## config.mk

```make
export PLATFORM = sky130hd
export DESIGN_NAME = ula_seq_param
export DESIGN_NICKNAME = d
export VERILOG_FILES = /design/src/rtl/ula_pkg.sv /design/src/rtl/ula_iter_muldiv.sv /design/src/rtl/ula_seq_param.sv
export SDC_FILE = /design/constraint.sdc
export NUM_CORES = 1
export LEC_CHECK = 0
export ABC_AREA = 1
export CAP_MARGIN = 20
export CORE_ASPECT_RATIO = 0.8
export CORE_MARGIN = 10
export CORE_UTILIZATION = 45
export DETAILED_ROUTE_END_ITERATION = 7
export PLACE_DENSITY = 0.65
export SYNTH_ARGS = -nofsm -noshare
export SYNTH_HDL_FRONTEND = slang
export SYNTH_SLANG_ARGS = --single-unit
```

## constraint.sdc

```tcl
create_clock -name clk -period 5.3 [get_ports clk]
set_input_delay 1.06 -clock clk [delete_from_list [all_inputs] [get_ports clk]]
set_output_delay 1.06 -clock clk [all_outputs]
set_load 0.02 [all_outputs]
```

## src/rtl/ula_pkg.sv

```systemverilog
// ula_pkg: shared opcodes, FSM states and sizing helper for the sequential ULA
package ula_pkg;
    localparam logic [2:0] OP_ADD = 3'b000;
    localparam logic [2:0] OP_SUB = 3'b001;
    localparam logic [2:0] OP_AND = 3'b010;
    localparam logic [2:0] OP_OR  = 3'b011;
    localparam logic [2:0] OP_MUL = 3'b100;
    localparam logic [2:0] OP_XOR = 3'b101;
    localparam logic [2:0] OP_DIV = 3'b110;
    localparam logic [2:0] OP_MOD = 3'b111;
    localparam logic MODE_MUL = 1'b0;
    localparam logic MODE_DIV = 1'b1;
    typedef enum logic [1:0] {IDLE, CALC, FIM} state_t;
    function automatic int cnt_w(input int w);
        return $clog2(w) + 1;
    endfunction
endpackage

```

## src/rtl/ula_iter_muldiv.sv

```systemverilog
// ula_iter_muldiv: iterative shift-add multiplier / restoring divider, one bit per clock
module ula_iter_muldiv
    import ula_pkg::*;
#(
    parameter int W = 4
) (
    input  logic           clk,
    input  logic           rst_n,
    input  logic           load,
    input  logic           mode,
    input  logic [W-1:0]   a,
    input  logic [W-1:0]   b,
    output logic [2*W-1:0] prod,
    output logic [W-1:0]   quo,
    output logic [W-1:0]   rem,
    output logic           step_last
);
    localparam int CW = cnt_w(W);
    logic [2*W-1:0] acc_q, acc_d;
    logic [W-1:0] opr_q, opr_d;
    logic mode_q, mode_d;
    logic [CW-1:0] cnt_q, cnt_d;
    logic [W:0] trial, mul_sum;
    // acc holds {partial product, multiplier} for MUL and {remainder, dividend} for DIV
    always_comb begin
        trial = acc_q[2*W-1:W-1];
        mul_sum = {1'b0, acc_q[2*W-1:W]} + (acc_q[0] ? {1'b0, opr_q} : '0);
        acc_d = acc_q;
        opr_d = opr_q;
        mode_d = mode_q;
        cnt_d = cnt_q;
        if (load) begin
            acc_d = {{W{1'b0}}, (mode == MODE_DIV) ? a : b};
            opr_d = (mode == MODE_DIV) ? b : a;
            mode_d = mode;
            cnt_d = '0;
        end else if (cnt_q != CW'(W)) begin
            cnt_d = cnt_q + CW'(1);
            acc_d = (mode_q == MODE_DIV)
                ? ((trial >= {1'b0, opr_q}) ? {W'(trial - {1'b0, opr_q}), acc_q[W-2:0], 1'b1}
                                            : {trial[W-1:0], acc_q[W-2:0], 1'b0})
                : {mul_sum, acc_q[W-1:1]};
        end
    end
    always_ff @(posedge clk or negedge rst_n) begin
        if (!rst_n) begin
            acc_q <= '0;
            opr_q <= '0;
            mode_q <= 1'b0;
            cnt_q <= '0;
        end else begin
            acc_q <= acc_d;
            opr_q <= opr_d;
            mode_q <= mode_d;
            cnt_q <= cnt_d;
        end
    end
    assign prod = acc_q;
    assign quo = acc_q[W-1:0];
    assign rem = acc_q[2*W-1:W];
    assign step_last = (cnt_q == CW'(W - 1));
endmodule

```

## src/rtl/ula_seq_param.sv

```systemverilog
// ula_seq_param: clocked ULA with single-cycle logic/add/sub and iterative mul/div/mod
module ula_seq_param
    import ula_pkg::*;
#(
    parameter int W = 4
) (
    input  logic           clk,
    input  logic           rst_n,
    input  logic           start,
    input  logic [2:0]     op,
    input  logic [W-1:0]   a,
    input  logic [W-1:0]   b,
    input  logic           cin,
    output logic           busy,
    output logic           done,
    output logic [2*W-1:0] result,
    output logic           flag_zero,
    output logic           flag_error,
    output logic           flag_cout
);
    localparam int RW = 2 * W;
    state_t state_q, state_d;
    logic [2:0] op_q, op_d;
    logic [W-1:0] a_q, a_d, b_q, b_d;
    logic cin_q, cin_d;
    logic [RW-1:0] result_q, result_d, res;
    logic zero_q, zero_d, err_q, err_d, cout_q, cout_d, done_q, done_d, busy_q, busy_d;
    logic load, multi, dm_q, dz;
    logic [W:0] sum;
    logic [W-1:0] diff, quo, rem;
    logic [RW-1:0] prod;
    logic step_last;
    ula_iter_muldiv #(.W(W)) u_iter (
        .clk(clk),
        .rst_n(rst_n),
        .load(load),
        .mode((op == OP_DIV || op == OP_MOD) ? MODE_DIV : MODE_MUL),
        .a(a),
        .b(b),
        .prod(prod),
        .quo(quo),
        .rem(rem),
        .step_last(step_last)
    );
    always_comb begin
        sum = {1'b0, a_q} + {1'b0, b_q} + {{W{1'b0}}, cin_q};
        diff = a_q - b_q;
        dm_q = (op_q == OP_DIV || op_q == OP_MOD);
        dz = (b_q == '0);
        // a divide by zero never enters CALC, so it finishes like a single-cycle op
        multi = (op == OP_MUL) || ((op == OP_DIV || op == OP_MOD) && b != '0);
        res = (op_q == OP_ADD) ? RW'(sum) :
              (op_q == OP_SUB) ? RW'(diff) :
              (op_q == OP_AND) ? RW'(a_q & b_q) :
              (op_q == OP_OR)  ? RW'(a_q | b_q) :
              (op_q == OP_XOR) ? RW'(a_q ^ b_q) :
              (op_q == OP_MUL) ? prod :
              dz               ? '0 :
              (op_q == OP_DIV) ? RW'(quo) : RW'(rem);
        state_d = state_q;
        op_d = op_q;
        a_d = a_q;
        b_d = b_q;
        cin_d = cin_q;
        result_d = result_q;
        zero_d = zero_q;
        err_d = err_q;
        cout_d = cout_q;
        done_d = 1'b0;
        busy_d = (state_q == CALC);
        load = 1'b0;
        case (state_q)
            IDLE: if (start) begin
                op_d = op;
                a_d = a;
                b_d = b;
                cin_d = cin;
                load = multi;
                state_d = multi ? CALC : FIM;
            end
            CALC: state_d = step_last ? FIM : CALC;
            FIM: begin
                result_d = res;
                zero_d = (res == '0);
                err_d = ((op_q == OP_SUB) && (a_q < b_q)) || (dm_q && dz);
                cout_d = (op_q == OP_ADD) && sum[W];
                done_d = 1'b1;
                state_d = IDLE;
            end
            default: state_d = IDLE;
        endcase
    end
    always_ff @(posedge clk or negedge rst_n) begin
        if (!rst_n) begin
            state_q <= IDLE;
            op_q <= '0;
            a_q <= '0;
            b_q <= '0;
            cin_q <= 1'b0;
            result_q <= '0;
            zero_q <= 1'b0;
            err_q <= 1'b0;
            cout_q <= 1'b0;
            done_q <= 1'b0;
            busy_q <= 1'b0;
        end else begin
            state_q <= state_d;
            op_q <= op_d;
            a_q <= a_d;
            b_q <= b_d;
            cin_q <= cin_d;
            result_q <= result_d;
            zero_q <= zero_d;
            err_q <= err_d;
            cout_q <= cout_d;
            done_q <= done_d;
            busy_q <= busy_d;
        end
    end
    assign busy = busy_q;
    assign done = done_q;
    assign result = result_q;
    assign flag_zero = zero_q;
    assign flag_error = err_q;
    assign flag_cout = cout_q;
endmodule

```

# Word-level counts from Yosys, hierarchy flattened
# Cells that the tools add are included.
[totals] output_inout_bits=13 inputBits=15 regBits=43 elab_cells=81
[classes] muxes=25 order_cmp=2 reduce_logical=15 eq_ne=15 n_addsub=6 bitwise=3
[op_table] op="$mux W8" count=10
[op_table] op="$eq A3 B3 Y1 const B" count=7
[op_table] op="$mux W4" count=5
[op_table] op="$add A4 B4 Y5" count=2
[op_table] op="$eq A3 B2 Y1 const B" count=3
[op_table] op="$logic_not A8 Y1" count=1
[op_table] op="$sub A4 B4 Y4" count=2
[op_table] op="$mux W2" count=3
[op_table] op="$mux W3" count=2
[op_table] op="$add A5 B1 Y5" count=1
[op_table] op="$ge A5 B4 Y1" count=1
[op_table] op="$and A4 B4 Y4" count=1
[op_table] op="$logic_and A1 B1 Y1" count=4
[op_table] op="$logic_not A4 Y1" count=1
[op_table] op="$logic_or A1 B1 Y1" count=4
[op_table] op="$lt A4 B4 Y1" count=1
[op_table] op="$mux W1" count=4
[op_table] op="$or A4 B4 Y4" count=1
[op_table] op="$pmux W2 S2" count=1
[op_table] op="$reduce_bool A4 Y1" count=1
[op_table] op="$xor A4 B4 Y4" count=1
[op_table] op="$add A3 B1 Y3 const B" count=1
[op_table] op="$eq A3 B1 Y1 const B" count=1
[op_table] op="$logic_not A3 Y1" count=1
[op_table] op="other kinds (7)" count=7

# Longest topological paths before layout
[depth] depth_word=10 depth_mapped=15 mapped_depth_nobuf=15

# Modules after synthesis
# A second synthesis with hierarchy kept.
[hier_totals] hier_cells=432 hier_area_um2=3179.3
[modules_own_cells] module="ula_seq_param" seq_area_each_um2=675.6 instances=1 cells_per_inst=254 area_per_inst_um2=1881.8
[modules_own_cells] module="ula_iter_muldiv" seq_area_each_um2=400.4 instances=1 cells_per_inst=178 area_per_inst_um2=1297.5

# Least setup slack after synthesis
# OpenSTA, ideal clock, no wires.
[synth_path] path_kind="in2reg" startpoint="input port b[2]" endpoint="register u_iter.acc_q[0] (netlist: u_iter.prod[0])" t_required_ps=5172 path_stages=7 arrival_time_ps=1977 path_buffers=1 setup_time_ps=128 slack_ps=3195 cell_sequence="nor4_1 -> o21ai_0 -> nand3_1 -> buf_2 -> inv_1 -> nor2_1 -> o22ai_1"
[synth_via] elab_chain_len=6 word_cells_on_any_way=7 cone_classes="mux: 3; reduce/logical: 4"
[synth_lines] element="start, declared" line="ula_seq_param.sv:12" rtl="input logic [W-1:0] b,"
[synth_lines] element="$reduce_bool A4 Y1 (*)" line="ula_seq_param.sv:51" rtl="multi = (op == OP_MUL) || ((op == OP_DIV || op == OP_MOD) && b != '0);"
[synth_lines] element="$logic_and A1 B1 Y1 (*)" line="ula_seq_param.sv:51"
[synth_lines] element="$logic_or A1 B1 Y1 (*)" line="ula_seq_param.sv:51"
[synth_lines] element="$mux W1 (*)" line="ula_seq_param.sv:73" rtl="IDLE: if (start) begin"
[synth_lines] element="$mux W1 (*)" line="ula_seq_param.sv:72" rtl="case (state_q)"
[synth_lines] element="$mux W8 / $reduce_bool A2 Y1 (equally long branches)"
[synth_lines] element="end signal, assigned" line="ula_iter_muldiv.sv:47" rtl="acc_q <= '0;"
[synth_lines] element="end signal, assigned" line="ula_iter_muldiv.sv:52" rtl="acc_q <= acc_d;"
[synth_lines] element="end, declared" line="ula_iter_muldiv.sv:19" rtl="logic [2*W-1:0] acc_q, acc_d;"
# Every way passes the cells marked *; elsewhere a longest branch is shown, timed or not.
# A chain may end at the register's enable or synchronous reset.

# Final worst setup path
[layout_path] startpoint="input port op[2]" endpoint="register u_iter.acc_q[7] (netlist: u_iter.prod[7])"
[layout_via] elab_chain_len=7 word_cells_on_any_way=10 cone_classes="eq/ne: 3; mux: 3; reduce/logical: 4"
[layout_lines] element="start, declared" line="ula_seq_param.sv:10" rtl="input logic [2:0] op,"
[layout_lines] element="$eq A3 B3 Y1" line="ula_seq_param.sv:51"
[layout_lines] element="$logic_or A1 B1 Y1" line="ula_seq_param.sv:51"
[layout_lines] element="$logic_and A1 B1 Y1" line="ula_seq_param.sv:51"
[layout_lines] element="$logic_or A1 B1 Y1 (*)" line="ula_seq_param.sv:51"
[layout_lines] element="$mux W1 (*)" line="ula_seq_param.sv:73"
[layout_lines] element="$mux W1 (*)" line="ula_seq_param.sv:72"
[layout_lines] element="$mux W8 / $reduce_bool A2 Y1 (equally long branches)"
# Marks and branches as above.

==> impl_metrics.toml <==
[outcome]
outcome = "finished, final reports clean"

[sta]
rsz0062_at_grt = "false"
relSlewSlack_pct = 37.69
tightest_slew_ns = 0.9346
period_share_pct = 56.53
finalHoldViolCount = 0
fmax_mhz = 333.7
maxSlewViolCount = 0
period_needed_ns = 2.996
post-route-worst-setup-slack_ns = 2.304
setup_tns_ns = 0
setup_viol = 0
finClkSkew_ns = 0.009896

[critical_path]
crit_arrival_ns = 3.16
crit_required_ns = 5.46
crit_end = "u_iter.prod[7]"
regToRegStartpoint = "b_q[0]"
crit_fanout = 13
reg2reg_depth = 11
timing.rr.end = "flag_zero"
critPathKind = "primary input to register"
rrSetupSlack_ns = 2.91
startpoint = "op[2]"
worstPathCellList = "clkdlybuf4s50_1 -> nand2_1 -> o21ai_0 -> nand3_1 -> nand2_1 -> inv_1 -> o311ai_0 -> o21ai_0"
cp-end-kind = "register"
cp-start-kind = "primary input"
crit_path_top_delay_cell = "clkdlybuf4s50_1"
cpPeakStageDelay_ns = 0.50

[cts]
clock_sinks = 43
clk_pin_slew_ns = 0.08
htreeDepth = 2
clock_path_buffers = 2
worstSkewPairLatency_ns = 0.29
cts_setup_buffers = 0
cts_tree = "built"
cts-root-buf = "clkbuf_8"
post_cts_resized = 0
ctsHoldBuffers = 0
cts_made_buffers = 5

[finish]
layout-drive-gt1-share_pct = 3.286
diodes = 0
fin_area_um2 = 3386
fin_util_pct = 53.10
fin_nets = 469
fin_cells = 510
areaGrowthSynthToFinish_pct = 14.86
fill_cells = 641

[pwr]
p_leak_nw = 1.788
clkPwrFrac_pct = 10.7
sw_frac_of_total_pct = 48.96
ir_drop_mv = 0.2290
p_seq_share_pct = 28.6
power_density_nw_per_um2 = 669.1
p_sw_mw = 1.109
comb_power_share_pct = 60.6
cellInternalPower_mw = 1.156

[yosys]
syn_area_per_cell_um2 = 7.370
synth_area_um2 = 2948
ys_async_sr_fraction_pct = 100.0
netlist_instances = 400
synth_edf_count = 0
syn-num-nets = 443
ys_warn_count = 0
ys.flop_type = "dfrtp_1"
synth_seq_cells = 43
synth_cell_types = 33
ys_seq_area_share_pct = 36.50

[route]
first_pass_iters = 4
via_per_inst = 5.041
final_antenna_net_count = 0
drtIter0Drc = 165
wire_per_inst_um = 13.45
drc = 0
vias = 2571
wirelength_um = 6861

[floorplanning]
die-area_um2 = 10210
die_x_um = 110.5
floorplan.initialDensity_pct = 46.23
core_area_um2 = 6376
ios = 28
die_h_um = 92.39
num_rows = 26

[place]
port_buffers = 27
gp_congestion = 0.9050
placed_cells = 503
dpl.hpwl_um = 5534
place_ws_ns = 1.981
placed_cell_area_um2 = 3283

[worst_hold_path]
hp-class = "register to register"
worst_hold_path.num_cells = 2

[global_route]
grt_pass1_wl_um = 11720
grt.overflow.total = 0
grt_pass1_vias = 2467
track_usage_pct = 13.42
antenna_found_initial = 0
grt_max_degree = 44

[flow_run]
drv_cap = 0
[cell usage in the layout (no fill, tap or decap), drive strengths merged]
master	instances
o311ai	1
clkbuf	6
ha	23
o21a	2
and3	1
fa	5
nor3	2
inv	69
o31ai	3
o22ai	6
nor4	1
xnor2	2
clkdlybuf4s50	26
o211ai	3
nand2	102
xor2	2
or2	2
nand4	1
nor2	35
dfrtp	43
mux2	1
o21ai	51
buf	1
a21o	2
nand3	11
a31oi	3
o21bai	1
a21oi	20
bufinv	1
[layout make-up]
type / count / area (um^2) / share of cell area, %
clock buffer: 6 / 72.57 / 2.143
clock inverter: 1 / 30.03 / 0.8869
tap: 84 / 105.1 / 3.104
inverter: 69 / 259.0 / 7.650
multi-input combinational: 280 / 1578 / 46.60
sequential: 43 / 1076 / 31.78
timing repair buffer: 27 / 265.3 / 7.834
[Yosys cell counts, drive strengths merged (3+ instances only)]
master / count / area, um^2
dfrtp: 43 / 1076
o31ai: 3 / 22.52
nor2: 35 / 133.9
fa: 5 / 100.1
o21ai: 51 / 259.0
nand2: 102 / 382.9
inv: 69 / 259.0
o22ai: 6 / 37.54
nand3: 11 / 67.57
a31oi: 3 / 18.77
clkbuf: 6 / 22.52
o211ai: 3 / 22.52
a21oi: 20 / 100.1
ha: 23 / 287.8
[flip-flops by register name (all words and copies together) (netlist names), 2 cells and up]
name	flops
b_q	4
state_q	2
u_iter.opr_q	4
a_q	4
result	8
op_q	3
u_iter.cnt_q	3
u_iter.prod	8
[metrics by stage]
| step | hold slack [ns] | power, mW |
|---|---|---|
| 3_3_place_gp | 0.4641 | 1.994 |
| 6_report | 0.4749 | 2.265 |
| 3_5_place_dp | 0.4655 | 2.020 |
| 2_1_floorplan | 0.4473 | 1.617 |
| 5_1_grt | 0.5053 | 2.529 |
| 4_1_cts | 0.4797 | 2.270 |
[metal layers]
metal	GRT usage, %	share of wire [%]	vias up
li1	-	-	1330
met2	20.49	41	65
met4	2.706	0.57	0
met1	18.46	50	1172
met5	0	0	-
met3	3.804	8.0	4
[worst max-delay path, delay by kind of cell]
kind | cells | cell delay [ns]
AOI/OAI and AO/OA | 3 | 0.59
buffers and inverters | 2 | 0.64
and+or+nand+nor | 3 | 0.86
[power by group through the flow]
stage	Sequential [mW]	Combinational, mW	Clock [mW]
5_1_grt	0.676	1.59	0.263
3_5_place_dp	0.652	1.37	0
3_3_place_gp	0.649	1.35	0
4_1_cts	0.648	1.37	0.249
6_report	0.649	1.37	0.243
2_1_floorplan	0.660	0.957	0
[how the worst min path moves through the flow]
stage / start / to / slack (ns)
final: result[4] / result[4] / 0.47
after global routing: flag_zero / flag_zero / 0.51
after CTS: state_q[1] / busy / 0.48
after detailed placement: result[4] / result[4] / 0.47
after floorplan: state_q[1] / busy / 0.45
after global placement: result[3] / result[3] / 0.46
[kinds of logic after synthesis]
| logic type | Yosys count | share of synthesized area (%) |
|---|---|---|
| AND/OR/NAND/NOR | 155 | 21.61 |
| AO/OA/AOI/OAI | 92 | 17.19 |
| multiplexers | 1 | 0.3820 |
| adder cells (fa/ha/maj) | 28 | 13.16 |
| buffers and inverters | 77 | 9.974 |
| flip-flops | 43 | 36.50 |
| XOR/XNOR | 4 | 1.189 |
Power figures use the tool's default switching activity.
